[config.mk]
export PLATFORM = sky130hd
export DESIGN_NAME = sumsq_acc_fsm
export DESIGN_NICKNAME = d
export VERILOG_FILES = /design/src/rtl/sumsq_acc_fsm_pkg.sv /design/src/rtl/sumsq_acc_fsm_align_shift.sv /design/src/rtl/sumsq_acc_fsm.sv
export SDC_FILE = /design/constraint.sdc
export NUM_CORES = 1
export LEC_CHECK = 0
export ABC_AREA = 1
export BUFFER_PORTS_ARGS = -buffer_cell sky130_fd_sc_hd__clkbuf_2
export CAP_MARGIN = 40
export CORE_MARGIN = 3
export CORE_UTILIZATION = 55
export DETAILED_ROUTE_END_ITERATION = 7
export MAX_ROUTING_LAYER = met4
export PLACE_DENSITY = 0.77
export SYNTH_ARGS = -nofsm -noshare
export SYNTH_HDL_FRONTEND = slang
export SYNTH_SLANG_ARGS = --single-unit
[constraint.sdc]
create_clock -name clk -period 2.4 [get_ports clk]
set_clock_uncertainty 0.15 [all_clocks]
set_input_delay 0.72 -clock clk [delete_from_list [all_inputs] [get_ports clk]]
set_output_delay 0.72 -clock clk [all_outputs]
set_load 0.1 [all_outputs]
[src/rtl/sumsq_acc_fsm_pkg.sv]
`default_nettype none
// ============================================================================
// Module      : sumsq_acc_fsm_pkg
// Description : float32 field constants and FSM state encoding shared by the
//               sum-of-squares accumulator.
// Revision    : 1.0 - initial release
// ============================================================================
package sumsq_acc_fsm_pkg;

    localparam int SIGN_BIT = 31;
    localparam int EXP_MSB  = 30;
    localparam int EXP_LSB  = 23;
    localparam int MAN_W    = 23;
    localparam int BIAS     = 127;
    localparam int EXP_MAX  = 255;

    localparam logic [31:0] SAT_VAL = 32'h7F7F_FFFF;

    localparam logic [2:0] IDLE  = 3'd0;
    localparam logic [2:0] ALIGN = 3'd1;
    localparam logic [2:0] SHIFT = 3'd2;
    localparam logic [2:0] ADD   = 3'd3;
    localparam logic [2:0] NORM  = 3'd4;

    typedef enum logic [2:0] {
        ST_IDLE  = IDLE,
        ST_ALIGN = ALIGN,
        ST_SHIFT = SHIFT,
        ST_ADD   = ADD,
        ST_NORM  = NORM
    } state_t;

    function automatic logic [7:0] fp_exp(input logic [30:0] f);
        return f[EXP_MSB:EXP_LSB];
    endfunction

endpackage
`default_nettype wire

[src/rtl/sumsq_acc_fsm_align_shift.sv]
`default_nettype none
// ============================================================================
// Module      : fp32_align_shift
// Description : Combinational mantissa right-shifter; flushes to zero for a
//               zero operand or an exponent gap of 25 or more.
// Revision    : 1.0 - initial release
// ============================================================================
module fp32_align_shift (
    input  logic [23:0] i_mant,
    input  logic [7:0]  i_d,
    input  logic        i_zero,
    output logic [23:0] o_mant
);

    always_comb begin
        if (i_zero || (i_d >= 8'd25)) begin
            o_mant = '0;
        end else begin
            o_mant = i_mant >> i_d;
        end
    end

endmodule
`default_nettype wire

[src/rtl/sumsq_acc_fsm.sv]
`default_nettype none
// ============================================================================
// Module      : sumsq_acc_fsm
// Description : Multi-cycle float32 accumulator (align/shift/add/normalize)
//               summing squared operands with truncation rounding.
// Revision    : 1.0 - initial release
// ============================================================================
module sumsq_acc_fsm
    import sumsq_acc_fsm_pkg::*;
#(
    parameter int CNT_W = 16
) (
    input  logic             clk,
    input  logic             rst,
    input  logic [31:0]      x,
    input  logic             r_i,
    input  logic             err_i,
    input  logic             clr,
    output logic [31:0]      acc,
    output logic [CNT_W-1:0] cnt,
    output logic             busy,
    output logic             r_o,
    output logic             err
);

    state_t             state_q, state_d;
    logic [31:0]        acc_q, acc_d;
    logic [CNT_W-1:0]   cnt_q, cnt_d;
    logic               busy_q, busy_d;
    logic               r_o_q, r_o_d;
    logic               err_q, err_d;
    logic [30:0]        op_q, op_d;
    logic               inv_q, inv_d;
    logic [7:0]         ea_q, ea_d;
    logic [7:0]         dd_q, dd_d;
    logic [23:0]        ma_q, ma_d;
    logic [23:0]        mb_q, mb_d;
    logic               az_q, az_d;
    logic               bz_q, bz_d;
    logic [24:0]        sum_q, sum_d;

    logic [30:0]        w_fa, w_fb;
    logic [23:0]        w_mb_shift;
    logic [8:0]         w_exp9;
    logic [MAN_W-1:0]   w_man;

    fp32_align_shift u_shift (
        .i_mant (mb_q),
        .i_d    (dd_q),
        .i_zero (bz_q),
        .o_mant (w_mb_shift)
    );

    always_comb begin
        state_d = state_q;
        acc_d   = acc_q;
        cnt_d   = cnt_q;
        err_d   = err_q;
        r_o_d   = 1'b0;
        op_d    = op_q;
        inv_d   = inv_q;
        ea_d    = ea_q;
        dd_d    = dd_q;
        ma_d    = ma_q;
        mb_d    = mb_q;
        az_d    = az_q;
        bz_d    = bz_q;
        sum_d   = sum_q;
        w_fa    = acc_q[30:0];
        w_fb    = op_q;
        w_exp9  = sum_q[24] ? ({1'b0, ea_q} + 9'd1) : {1'b0, ea_q};
        w_man   = sum_q[24] ? sum_q[23:1] : sum_q[22:0];

        case (state_q)
            ST_IDLE: begin
                if (r_i) begin
                    op_d    = x[30:0];
                    inv_d   = err_i | x[SIGN_BIT];
                    state_d = ST_ALIGN;
                end
            end
            ST_ALIGN: begin
                // Ties keep the accumulator as the larger operand A.
                if (fp_exp(op_q) > fp_exp(acc_q[30:0])) begin
                    w_fa = op_q;
                    w_fb = acc_q[30:0];
                end
                ea_d    = fp_exp(w_fa);
                dd_d    = fp_exp(w_fa) - fp_exp(w_fb);
                az_d    = (fp_exp(w_fa) == 8'd0);
                bz_d    = (fp_exp(w_fb) == 8'd0);
                ma_d    = {fp_exp(w_fa) != 8'd0, w_fa[MAN_W-1:0]};
                mb_d    = {fp_exp(w_fb) != 8'd0, w_fb[MAN_W-1:0]};
                state_d = ST_SHIFT;
            end
            ST_SHIFT: begin
                mb_d    = w_mb_shift;
                state_d = ST_ADD;
            end
            ST_ADD: begin
                sum_d   = {1'b0, ma_q} + {1'b0, mb_q};
                state_d = ST_NORM;
            end
            ST_NORM: begin
                state_d = ST_IDLE;
                if (inv_q) begin
                    err_d = 1'b1;
                end else if (az_q) begin
                    acc_d = '0;
                    cnt_d = cnt_q + CNT_W'(1);
                    r_o_d = 1'b1;
                end else if (w_exp9 >= 9'(EXP_MAX)) begin
                    acc_d = SAT_VAL;
                    err_d = 1'b1;
                    r_o_d = 1'b1;
                end else begin
                    acc_d = {1'b0, w_exp9[7:0], w_man};
                    cnt_d = cnt_q + CNT_W'(1);
                    r_o_d = 1'b1;
                end
            end
            default: state_d = ST_IDLE;
        endcase

        // An operand arriving mid-operation is lost; flag it and carry on.
        if (r_i && (state_q != ST_IDLE)) begin
            err_d = 1'b1;
        end

        if (clr) begin
            state_d = ST_IDLE;
            acc_d   = '0;
            cnt_d   = '0;
            err_d   = 1'b0;
            r_o_d   = 1'b0;
        end

        busy_d = (state_d != ST_IDLE);
    end

    always_ff @(posedge clk) begin
        if (rst) begin
            state_q <= ST_IDLE;
            acc_q   <= '0;
            cnt_q   <= '0;
            busy_q  <= 1'b0;
            r_o_q   <= 1'b0;
            err_q   <= 1'b0;
            op_q    <= '0;
            inv_q   <= 1'b0;
            ea_q    <= '0;
            dd_q    <= '0;
            ma_q    <= '0;
            mb_q    <= '0;
            az_q    <= 1'b0;
            bz_q    <= 1'b0;
            sum_q   <= '0;
        end else begin
            state_q <= state_d;
            acc_q   <= acc_d;
            cnt_q   <= cnt_d;
            busy_q  <= busy_d;
            r_o_q   <= r_o_d;
            err_q   <= err_d;
            op_q    <= op_d;
            inv_q   <= inv_d;
            ea_q    <= ea_d;
            dd_q    <= dd_d;
            ma_q    <= ma_d;
            mb_q    <= mb_d;
            az_q    <= az_d;
            bz_q    <= bz_d;
            sum_q   <= sum_d;
        end
    end

    assign acc  = acc_q;
    assign cnt  = cnt_q;
    assign busy = busy_q;
    assign r_o  = r_o_q;
    assign err  = err_q;

endmodule
`default_nettype wire

==> metrics <==
setup ws final=-0.0991 ns; Syn Area/Cell=6.62 um^2; H-tree depth=4; Worst EP arrival=2.67 ns; total clock sinks=176; Yosys top cell area share=32.6%; worst vdd ir=495 uV; worst-path maximum fanout=5; Clk pwr share=35.1%; xor and xnor area share after synthesis=2.76%; drt first-iter violations=1,196; clock slew at reported path FFs=0.08 ns; min-delay src=op_q[6]; CORE AREA=19,000 um^2; vias in the first global route=10,120; Slew Limit Fails=0; sequential share of the synthesized area=32.6%; cts bufs inserted=17; synth warn=0; R2R depth=20; pin count of the biggest net entering global routing=69; Core Util, Final=68.9%; Worst Tran Pin Value=0.598 ns; asr flop ratio synth=0%; area delta synth->final=21.3%; post-route clock period utilization=104%; layout cell share with drive strength beyond 1=21.6%; synthesized netlist cell count=1,631; Max Clock Freq=400 MHz; clock root buffer=clkbuf_16; global route overflow=0; Net Switching=2.62 mW; synth unique cells=52; Tmin final=2.50 ns; DRT Wirelength=35,700 um; placed cell area=11,900 um^2; IO buf count=86; Pwr Total=7.85 mW; Rel. slew slack=60.3%; Max clock buf depth=2; Pint=5.23 mW; launch point of the worst reg-to-reg path=acc[26]; max_cap viols=0; Seq pwr share=39.9%; TritonRoute pass-1 iters=7; initial core utilization=56.8%; outcome=finished with violations; DP HPWL=26,100 um; Pwr per Cell Area=599 nW/um^2; Yosys top cell by area=dfxtp_1; leak pwr=5.92 nW; # hold bufs at CTS=0; Post-Synth Adder-Cell Area=4.13%; post-synthesis mux area share=0.371%; Gate power share=24.9%; Die Height=146 um; CP Launch Point=acc[26]; switch share=33.4%; Worst setup SP type=flip-flop; register bit total from synthesis=176; Req. time, crit path=2.57 ns; WS Path Type=flip-flop to flip-flop; FP Rows=50; first-pass GRT wire length=54,600 um; ANT nets after route=0; Netlist Area Pre-Place=10,800 um^2; Synth Area in Simple Gates=24.1%; Area contributors post-synth=dfxtp_1 (33%), nand2_1 (12%), o21ai_0 (9.4%); Fill cells=1,645; number of diodes=0; Post-Syn Nets=1,703; Compound-Gate Fraction of Synth Area=24.9%; GRT Total Usage=32.4%; Wirelength per Cell=17.7 um; DRC viols=0; RSZ-0062 raised after global routing=true; Clock Latency Late Sink=0.43 ns; final hold vios=0; chip width=146 um; TritonCTS clock tree=yes; initial antenna violation count=0; I/O pin count=88; fin area=13,100 um^2; Hold Crit Depth=2; RD Place Congestion=0.988; Top FF cell, synth=dfxtp_1; vias per cell=5.78; DR vias=11,666; Final nets=1,818; type of the worst min-delay path=flip-flop to flip-flop; Post-synth EDFFs=0; die area=21,300 um^2; Final Setup Violations=8; failing checks=setup timing; Crit. End Element=flip-flop; main combinational cell family by area after synthesis=compound AO/OA/AOI/OAI gates
-- final timing paths --
| path | to | slack, ns |
|---|---|---|
| worst max-delay path | dd_q[4] | -0.1 |
| worst min register to register | op_q[6] | 0.32 |
| worst min-delay path | op_q[6] | 0.32 |
| worst max register to register | dd_q[4] | -0.1 |
-- power by group through the flow --
stage | sequential, mW | clock (mW) | combinational (mW)
after floorplan | 3.17 | 0 | 1.16
after global placement | 3.19 | 0 | 1.59
after detailed placement | 3.19 | 0 | 1.61
after CTS | 3.12 | 2.76 | 1.63
final | 3.13 | 2.76 | 1.96
after global routing | 3.14 | 2.89 | 2.12
-- cell families after synthesis --
family | count (synthesis)
AO/OA/AOI/OAI | 479
XOR/XNOR | 34
adder cells (fa/ha/maj) | 35
buffers and inverters | 293
flip-flops | 176
multiplexers | 4
other | 1
AND/OR/NAND/NOR | 609
-- per-stage QoR --
| step | setup TNS, ns | worst slack (ns) | hold slack, ns | std cells |
|---|---|---|---|---|
| final | -0.486 | -0.0991 | 0.321 | 2019 |
| after global routing | -1.86 | -0.240 | 0.338 | 2019 |
| after CTS | 0 | 0.00607 | 0.316 | 2002 |
| after detailed placement | -0.347 | -0.100 | 0.305 | 1970 |
| after global placement | -0.249 | -0.0927 | 0.303 | 1970 |
| after floorplan | 0 | 0.00312 | 0.289 | 1631 |
-- worst max-delay path, stage by stage (launching register included) --
cell     delay (ns)
dfxtp_4        0.36
inv_4          0.04
ha_4           0.28
nand2_4        0.05
inv_2          0.06
nand2_1        0.06
nand2_1        0.09
nand2_2        0.08
nand2_4        0.16
buf_8          0.16
nand3_2        0.08
nand2_2        0.11
nand2_4        0.08
nand2_2        0.07
nand2_2        0.08
nand2_1        0.06
nand2_1        0.06
nand2_1        0.07
nand2_1        0.06
o21ai_1        0.17
inv_1          0.06
-- what timing repair did --
item                                    CTS  global route
endpoints found under the setup margin   10            52
buffers inserted                          0            13
pin swaps                                 0            49
gates cloned                              0             4
gates resized for setup                   5           117
-- cells in the mapped netlist (2+ instances only) --
| master | instances |
|---|---|
| o21ai_0 | 203 |
| or2_2 | 3 |
| xnor2_1 | 9 |
| buf_1 | 6 |
| a211oi_2 | 2 |
| o211ai_1 | 37 |
| nor2_2 | 5 |
| buf_2 | 17 |
| buf_4 | 3 |
| a21oi_2 | 8 |
| clkbuf_1 | 56 |
| nand4_1 | 8 |
| nor2_4 | 2 |
| nor3b_1 | 3 |
| o21bai_1 | 11 |
| nand2_2 | 23 |
| o21a_1 | 2 |
| nor3_1 | 18 |
| mux2i_1 | 4 |
| a21boi_0 | 2 |
| a21o_1 | 4 |
| o21ai_2 | 3 |
| o21ai_1 | 11 |
| nand2_1 | 353 |
| ha_1 | 34 |
| xor2_1 | 25 |
| inv_2 | 10 |
| a31o_2 | 2 |
| a31oi_1 | 12 |
| nor4_1 | 4 |
| o2111ai_1 | 3 |
| buf_6 | 7 |
| a211oi_1 | 5 |
| nand3_2 | 2 |
| clkinv_1 | 2 |
| nor2_1 | 106 |
| inv_1 | 189 |
| dfxtp_1 | 176 |
| o221ai_1 | 8 |
| clkbuf_2 | 2 |
| a21oi_1 | 162 |
| nand2_4 | 3 |
| nand3_1 | 77 |
-- flip-flops by register name (all words and copies together) (netlist names), 3 cells and up --
name / count
acc: 31
op_q: 31
ea_q: 8
cnt: 16
mb_q: 24
sum_q: 25
ma_q: 24
state_q: 3
dd_q: 8
-- cell usage in the layout, fill, tap and decap left out, types with 4 or more instances in the layout --
cell and n:
nand2_1 332, dfxtp_2 9, ha_4 8, a211oi_1 5, inv_2 14, nor2_2 6
buf_12 4, inv_6 6, nand4_1 8, dfxtp_1 160, buf_4 90, a21oi_1 154
inv_4 4, ha_2 4, clkbuf_2 86, o21bai_1 11, a21oi_2 16, a31oi_1 12
nand3_1 60, ha_1 22, nand2_4 15, a21o_1 4, o21ai_1 17, nor2_1 104
nand2_2 33, dfxtp_4 7, o21ai_0 194, xnor2_1 9, inv_1 181, nand3_2 16
o211ai_1 37, nor3_1 15, mux2i_1 4, xor2_1 25, o221ai_1 8, clkbuf_16 18
-- final cells by class --
| cell class | count | area [um^2] | area share [%] |
|---|---|---|---|
| Inverter | 201 | 764 | 5.84 |
| Sequential cell | 176 | 3560 | 27.2 |
| Multi-Input combinational cell | 1164 | 6580 | 50.3 |
| Clock buffer | 19 | 443 | 3.38 |
| Clock inverter | 13 | 129 | 0.984 |
| Tap cell | 260 | 325 | 2.48 |
| Timing Repair Buffer | 186 | 1290 | 9.86 |
-- layer usage --
layer  GRT usage, %  wire [um]  vias up
li1               -          -     5616
met1           47.6      15500     5422
met2           48.0      15800      576
met3           4.93       3760       52
met4           5.60        624        0
met5              -          0        -
Note: power is estimated with default switching activity, not from simulation.
